--- config.mk ---
export PLATFORM = sky130hd
export DESIGN_NAME = cache_axi_arbiter
export DESIGN_NICKNAME = d
export VERILOG_FILES = /design/src/rtl/cache_axi_arbiter.sv
export SDC_FILE = /design/constraint.sdc
export NUM_CORES = 1
export LEC_CHECK = 0
export BUFFER_PORTS_ARGS = -buffer_cell sky130_fd_sc_hd__buf_4
export CAP_MARGIN = 30
export CELL_PAD_IN_SITES_DETAIL_PLACEMENT = 0
export CELL_PAD_IN_SITES_GLOBAL_PLACEMENT = 1
export CORE_AREA = 2 2 190 192
export CTS_CLUSTER_SIZE = 28
export DETAILED_ROUTE_END_ITERATION = 6
export DIE_AREA = 0 0 192 194
export PLACE_DENSITY_LB_ADDON = 0.1
export SYNTH_ARGS = -nofsm -noshare
export SYNTH_HDL_FRONTEND = slang
export SYNTH_SLANG_ARGS = --single-unit
--- constraint.sdc ---
create_clock -name clk -period 9.05 [get_ports clk]
set_input_delay 0.905 -clock clk [delete_from_list [all_inputs] [get_ports clk]]
set_output_delay 0.905 -clock clk [all_outputs]
set_load 0.02 [all_outputs]
--- src/rtl/cache_axi_arbiter.sv ---
// cache_axi_arbiter: shares one AXI master between icache/dcache read misses and dcache writes,
// with independent read/write FSMs and a read-after-pending-write line hazard block.
module cache_axi_arbiter #(
  parameter int LINE_WORDS = 4
) (
  input  logic                     clk,
  input  logic                     reset,
  input  logic                     i_rd_req,
  output logic                     i_rd_rdy,
  input  logic [2:0]               i_rd_type,
  input  logic [31:0]              i_rd_addr,
  output logic                     i_ret_valid,
  output logic                     i_ret_last,
  output logic [31:0]              i_ret_data,
  input  logic                     d_rd_req,
  output logic                     d_rd_rdy,
  input  logic [2:0]               d_rd_type,
  input  logic [31:0]              d_rd_addr,
  output logic                     d_ret_valid,
  output logic                     d_ret_last,
  output logic [31:0]              d_ret_data,
  input  logic                     d_wr_req,
  output logic                     d_wr_rdy,
  input  logic [2:0]               d_wr_type,
  input  logic [31:0]              d_wr_addr,
  input  logic [3:0]               d_wr_wstrb,
  input  logic [32*LINE_WORDS-1:0] d_wr_data,
  output logic [3:0]               arid,
  output logic [31:0]              araddr,
  output logic [7:0]               arlen,
  output logic [2:0]               arsize,
  output logic                     arvalid,
  input  logic                     arready,
  input  logic [31:0]              rdata,
  input  logic                     rlast,
  input  logic                     rvalid,
  output logic                     rready,
  output logic [31:0]              awaddr,
  output logic [7:0]               awlen,
  output logic [2:0]               awsize,
  output logic                     awvalid,
  input  logic                     awready,
  output logic [31:0]              wdata,
  output logic [3:0]               wstrb,
  output logic                     wlast,
  output logic                     wvalid,
  input  logic                     wready,
  input  logic                     bvalid,
  output logic                     bready
);
  localparam int OFF = $clog2(LINE_WORDS) + 2;
  localparam int CW  = $clog2(LINE_WORDS);
  typedef enum logic [1:0] {R_IDLE, R_AR, R_DATA} r_state_t;
  typedef enum logic [1:0] {W_IDLE, W_AW, W_DATA, W_B} w_state_t;
  r_state_t r_state, r_next;
  w_state_t w_state, w_next;
  logic                     r_owner;
  logic [31:0]              r_addr, w_addr, sel_addr;
  logic [7:0]               r_len, w_len;
  logic [2:0]               r_size, w_size, sel_type;
  logic [3:0]               w_strb;
  logic [32*LINE_WORDS-1:0] w_buf;
  logic [CW-1:0]            cnt;
  logic                     w_busy, d_hz, i_hz, d_acc, i_acc, r_acc, w_acc, r_line, w_line;
  // The write buffer keeps its line claimed until the B handshake completes.
  assign w_busy   = w_state != W_IDLE;
  assign d_hz     = w_busy && w_addr[31:OFF] == d_rd_addr[31:OFF];
  assign i_hz     = w_busy && w_addr[31:OFF] == i_rd_addr[31:OFF];
  assign d_rd_rdy = r_state == R_IDLE && !reset && !d_hz;
  assign i_rd_rdy = r_state == R_IDLE && !reset && !d_rd_req && !i_hz;
  assign d_wr_rdy = w_state == W_IDLE && !reset;
  assign d_acc    = d_rd_rdy && d_rd_req;
  assign i_acc    = i_rd_rdy && i_rd_req;
  assign r_acc    = d_acc || i_acc;
  assign w_acc    = d_wr_rdy && d_wr_req;
  assign sel_type = d_acc ? d_rd_type : i_rd_type;
  assign sel_addr = d_acc ? d_rd_addr : i_rd_addr;
  assign r_line   = sel_type == 3'b100;
  assign w_line   = d_wr_type == 3'b100;
  always_comb begin
    r_next = r_state;
    w_next = w_state;
    case (r_state)
      R_IDLE:  r_next = r_acc ? R_AR : R_IDLE;
      R_AR:    r_next = arready ? R_DATA : R_AR;
      default: r_next = rvalid && rlast ? R_IDLE : R_DATA;
    endcase
    case (w_state)
      W_IDLE:  w_next = w_acc ? W_AW : W_IDLE;
      W_AW:    w_next = awready ? W_DATA : W_AW;
      W_DATA:  w_next = wready && wlast ? W_B : W_DATA;
      default: w_next = bvalid ? W_IDLE : W_B;
    endcase
  end
  always_ff @(posedge clk or posedge reset) begin
    if (reset) begin
      r_state <= R_IDLE;
      w_state <= W_IDLE;
      r_owner <= 1'b0;
      r_addr  <= '0;
      r_len   <= '0;
      r_size  <= '0;
      w_addr  <= '0;
      w_len   <= '0;
      w_size  <= '0;
      w_strb  <= '0;
      w_buf   <= '0;
      cnt     <= '0;
    end else begin
      r_state <= r_next;
      w_state <= w_next;
      if (r_acc) begin
        r_owner <= d_acc;
        r_addr  <= r_line ? {sel_addr[31:OFF], {OFF{1'b0}}} : sel_addr;
        r_len   <= r_line ? 8'(LINE_WORDS - 1) : 8'd0;
        r_size  <= r_line ? 3'd2 : {1'b0, sel_type[1:0]};
      end
      if (w_acc) begin
        w_addr <= w_line ? {d_wr_addr[31:OFF], {OFF{1'b0}}} : d_wr_addr;
        w_len  <= w_line ? 8'(LINE_WORDS - 1) : 8'd0;
        w_size <= w_line ? 3'd2 : {1'b0, d_wr_type[1:0]};
        w_strb <= w_line ? 4'hF : d_wr_wstrb;
        w_buf  <= d_wr_data;
      end
      if (w_state == W_AW && awready)
        cnt <= '0;
      else if (w_state == W_DATA && wready)
        cnt <= cnt + 1'b1;
    end
  end
  assign arid        = {3'b000, r_owner};
  assign araddr      = r_addr;
  assign arlen       = r_len;
  assign arsize      = r_size;
  assign arvalid     = r_state == R_AR;
  assign rready      = r_state == R_DATA;
  assign i_ret_valid = rready && !r_owner && rvalid;
  assign i_ret_last  = i_ret_valid && rlast;
  assign i_ret_data  = rready && !r_owner ? rdata : 32'd0;
  assign d_ret_valid = rready && r_owner && rvalid;
  assign d_ret_last  = d_ret_valid && rlast;
  assign d_ret_data  = rready && r_owner ? rdata : 32'd0;
  assign awaddr      = w_addr;
  assign awlen       = w_len;
  assign awsize      = w_size;
  assign awvalid     = w_state == W_AW;
  assign wvalid      = w_state == W_DATA;
  assign wdata       = wvalid ? w_buf[{cnt, 5'd0} +: 32] : 32'd0;
  assign wstrb       = wvalid ? w_strb : 4'd0;
  assign wlast       = wvalid && 8'(cnt) == w_len;
  assign bready      = w_state == W_B;
endmodule

After elaboration in Yosys (flattened, before gate mapping)
Cells that the tools add are included.
Widths: inputs -> output; s select.
{"block": "word_totals", "register_bits": 225, "word_cells": 79, "out_inout_bits": 203, "input_bits": 280}
{"block": "op_classes", "reduce_logical": 31, "mux": 24, "shift": 1, "n_addsub": 1, "eq_ne": 10}
{"cell": "$mux 32", "n": 4}
{"cell": "$shiftx 128x8->32", "n": 1}
{"cell": "$eq 28x28->1", "n": 2}
{"cell": "$logic_and 1x1->1", "n": 21}
{"cell": "$mux 2", "n": 10}
{"cell": "$mux 4", "n": 4}
{"cell": "$eq 2x8->1", "n": 1}
{"cell": "$eq 2x2->1 const B", "n": 3}
{"cell": "$eq 3x3->1 const B", "n": 2}
{"cell": "$pmux 2 s3", "n": 1}
{"cell": "$logic_not 1->1", "n": 5}
{"cell": "$eq 2x1->1 const B", "n": 2}
{"cell": "$logic_not 2->1", "n": 2}
{"cell": "$pmux 2 s2", "n": 1}
{"cell": "$reduce_bool 2->1", "n": 2}
{"cell": "$mux 1", "n": 3}
{"cell": "$mux 3", "n": 1}
{"cell": "$add 2x1->2 const B", "n": 1}
{"cell": "$logic_or 1x1->1", "n": 1}

Logic depth before layout (Yosys ltp)
{"block": "logic_depth", "depth_word": 8, "ltp_mapped": 9, "ltp_nobuf": 6}

Worst setup path after synthesis
Ideal clock, no wire load.
{"block": "synth_path", "kind": "in2out", "from": "input i_rd_addr[7]", "to": "output i_rd_rdy", "arrival_time_ns": 1.721, "stages": 4, "required_ns": 8.145, "n_path_buf": 0, "slack_ns": 6.424, "cell_sequence": "xor2_1 > nor4_1 > nand4_1 > o21a_1"}
{"block": "synth_between", "elab_chain_len": 4}
{"item": "start: declaration", "line_no": "11", "rtl": "input logic [31:0] i_rd_addr,"}
{"item": "$eq 28x28->1", "line_no": "68", "rtl": "assign i_hz = w_busy && w_addr[31:OFF] == i_rd_addr[31:OFF];"}
{"item": "$logic_and 1x1->1", "line_no": "68"}
{"item": "$logic_not 1->1", "line_no": "70", "rtl": "assign i_rd_rdy = r_state == R_IDLE && !reset && !d_rd_req && !i_hz;"}
{"item": "$logic_and 1x1->1", "line_no": "70"}
{"item": "end: declaration", "line_no": "9", "rtl": "output logic i_rd_rdy,"}
Every way passes these cells.

Worst setup path after layout
{"block": "layout_path", "from": "register w_state[1]", "to": "output wdata[0]"}
{"block": "layout_between", "elab_chain_len": 2}
{"item": "start: declaration", "line_no": "56", "rtl": "w_state_t w_state, w_next;"}
{"item": "start signal: assignment", "line_no": "111", "rtl": "w_state <= w_next;"}
{"item": "$eq 2x2->1", "line_no": "147", "rtl": "assign wvalid = w_state == W_DATA;"}
{"item": "$mux 32", "line_no": "148", "rtl": "assign wdata = wvalid ? w_buf[{cnt, 5'd0} +: 32] : 32'd0;"}
{"item": "end: declaration", "line_no": "43", "rtl": "output logic [31:0] wdata,"}
Every way passes these cells.

==> flow_metrics.py <==
metrics = {
    "worst_setup_path": {
        "cp_cell_sequence": "nor2b_2 > buf_4 > and2_1 > buf_4",
        "crit_arrival_ns": 2.65,
        "critPathLaunch": "w_state[1]",
        "crit_family": "simple AND/OR/NAND/NOR gates",
        "rr_startpoint": "awaddr[23]",
        "cp.required_ns": 8.15,
        "critPathLaunchType": "flip-flop",
        "critPathKind": "reg -> out",
        "crit_slowest_cell": "nor2b_2",
        "worst_path_most_repeated_cell": "buf_4",
        "cpPeakStageDelay_ns": 0.82,
        "path_buf_inv": 2,
        "cp_max_fo": 20,
        "worstSetupEndpointType": "primary output",
    },
    "clock_network": {
        "h-tree-depth": 1,
        "cts_sinks": 209,
        "cts-root-buf": "clkbuf_16",
        "cts_buffer_depth": 3,
        "post_cts_buffers": 0,
        "cts_tree": "done",
        "cts_hold_buf": 0,
        "cts_buffers": 26,
        "clkTransAtPathRegs_ns": 0.06,
        "clock_latency_ns": 0.55,
        "post_cts_resized": 0,
    },
    "detailed_routing": {
        "ant_nets": 0,
        "drc": 0,
        "first_pass_iters": 4,
        "vias": 9326,
        "drt_iter0_drc": 401,
        "via_per_inst": 4.52,
        "totalWireLength_um": 40100,
        "wl_per_cell_um": 19.4,
    },
    "finish": {
        "regArea_um2": 5230,
        "nNetsFinal": 1862,
        "drive_gt1_frac": 0.361,
        "multiInputGateArea_um2": 4740,
        "utilization": 0.433,
        "area_growth_pct": 45.9,
        "nFillCells": 3576,
    },
    "outcome": {
        "status": "complete, no violations",
    },
    "floorplanning": {
        "boundaryPins": 483,
        "start_util": 0.297,
        "dieWidth_um": 192,
        "die_h_um": 194,
        "coreArea_um2": 35200,
        "die-area_um2": 37200,
        "rows": 69,
    },
    "sta": {
        "finClkSkew_ns": 0.0342,
        "slew_violations": 0,
        "final.period_utilization": 0.393,
        "max_freq_mhz": 281,
        "finalCriticalPeriod_ns": 3.55,
        "finalSetupTns_ns": 0,
        "grt_setup_unrepaired": "false",
        "tightest_slew_ns": 0.979,
        "finalHoldViolCount": 0,
        "slew-limit-headroom": 0.348,
        "setup_viol": 0,
    },
    "synthesis": {
        "synth_top_area_frac": 0.500,
        "ys.flop_type": "dfrtp_1",
        "synth_seq_cells": 209,
        "yosysTopAreaCell": "dfrtp_1",
        "ys_types": 42,
        "synth_edf_count": 0,
        "async_flop_share": 1.00,
        "synthCells": 1146,
        "yosys_warnings": 0,
        "netlist_area_um2": 10500,
        "ys_top_cells_by_count": "nand2_1 (476), dfrtp_1 (209), and2_1 (72)",
        "avgSynthCellArea_um2": 9.13,
        "synth_area_leaders": "dfrtp_1 (50%), nand2_1 (17%), mux4_2 (6.9%), xor2_1 (4.7%), and2_1 (4.3%)",
        "ys_seq_area_frac": 0.500,
        "post-synth-top-count-cell": "nand2_1",
    },
    "pwr": {
        "power_density_nw_per_um2": 335,
        "p_leak_nw": 8.23,
        "vdd_ir_drop_max_uv": 157,
    },
    "place": {
        "dp_hpwl_um": 29700,
        "gp_congestion": 0.850,
        "io_buffers": 465,
    },
    "global_routing": {
        "grt_max_degree": 92,
        "groute.usage.overall": 0.209,
        "grt_pass1_vias": 9730,
        "antenna_found_initial": 1,
        "grt_overflow_total": 0,
        "grt_pass1_wl_um": 59500,
    },
    "worst_hold_path": {
        "hold_class": "in -> async",
    },
    "flow_run": {
        "maxCapViolations": 0,
    },
}
## report_power, final
group | switching (mW) | internal [mW] | total (mW) | leakage, nW
registers | 0.354 | 1.37 | 1.73 | 2.54
logic | 1.26 | 1.05 | 2.31 | 5.23
clock network | 0.426 | 0.645 | 1.07 | 0.451
## routing by layer
metal  up-vias  share of wire  wire, um  global-route usage
li1       4554              -         -                   -
met1      4404           0.40     16200               0.264
met2       318           0.48     19300               0.351
met3        50          0.086      3460              0.0588
met4         0          0.027      1070              0.0554
met5         -              0         0                   0
## per-stage QoR
stage / worst slack (ns) / cells / cell area (um2) / hold WS, ns / power (mW)
detailed placement: 5.32 / 2014 / 14300 / 0.457 / 4.09
global placement: 5.43 / 2010 / 14200 / 0.452 / 4.05
global route: 5.27 / 2063 / 15300 / 0.413 / 5.47
CTS: 5.33 / 2062 / 15200 / 0.388 / 5.19
floorplan: 2.44 / 1162 / 10500 / 0.440 / 3.08
finish: 5.50 / 2064 / 15300 / 0.403 / 5.11
## final cells by class
| cell class | instances | share of cell area |
|---|---|---|
| clock inverter | 12 | 0.00927 |
| tap | 461 | 0.0378 |
| inverter | 28 | 0.00738 |
| clock buffer | 36 | 0.0497 |
| antenna | 1 | 0.000164 |
| timing repair buffer | 481 | 0.242 |
| sequential | 209 | 0.343 |
| multi-input combinational | 836 | 0.310 |
## registers in the layout (all words and copies together) (netlist names)
name,flops
cnt,2
awlen,1
araddr,32
w_buf,128
w_strb,4
arlen,1
awsize,2
w_state,2
r_owner,1
arsize,2
awaddr,32
r_state,2
## cells by family after synthesis
kind of cell | synth area share
AOI/OAI and AO/OA | 0.0543
xor gates and xnor gates | 0.0469
buffers and inverters | 0.0560
DFF | 0.500
muxes | 0.0815
other | 0.000359
and+or+nand+nor | 0.261
## path summary, 6_finish.rpt
path / slack, ns / endpoint / depth (start not counted)
min in group clk: 0.47 / w_buf[43] / 2
min reg2reg: 0.47 / w_buf[43] / 2
max: 5.50 / wdata[0] / 4
max reg2reg: 6.08 / arlen[0] / 7
max in group asynchronous: 7.58 / w_buf[86] / 4
min: 0.40 / w_buf[79] / 2
## layout by cell type (no fill, tap or decap), types with 5 or more instances in the layout
cell       count
a21oi_1       24
a21oi_2       10
a22o_1         5
and2_1        71
and3_1        34
buf_4        476
clkbuf_16     26
clkbuf_8       7
clkinv_2       8
conb_1        17
dfrtp_1      207
inv_1         27
mux2i_1       12
mux4_2        32
nand2_1      475
nor2_1        20
nor3_1         5
nor4_1        12
o22a_1         5
o22ai_1       21
xor2_1        56
(Power assumes the default switching activity.)
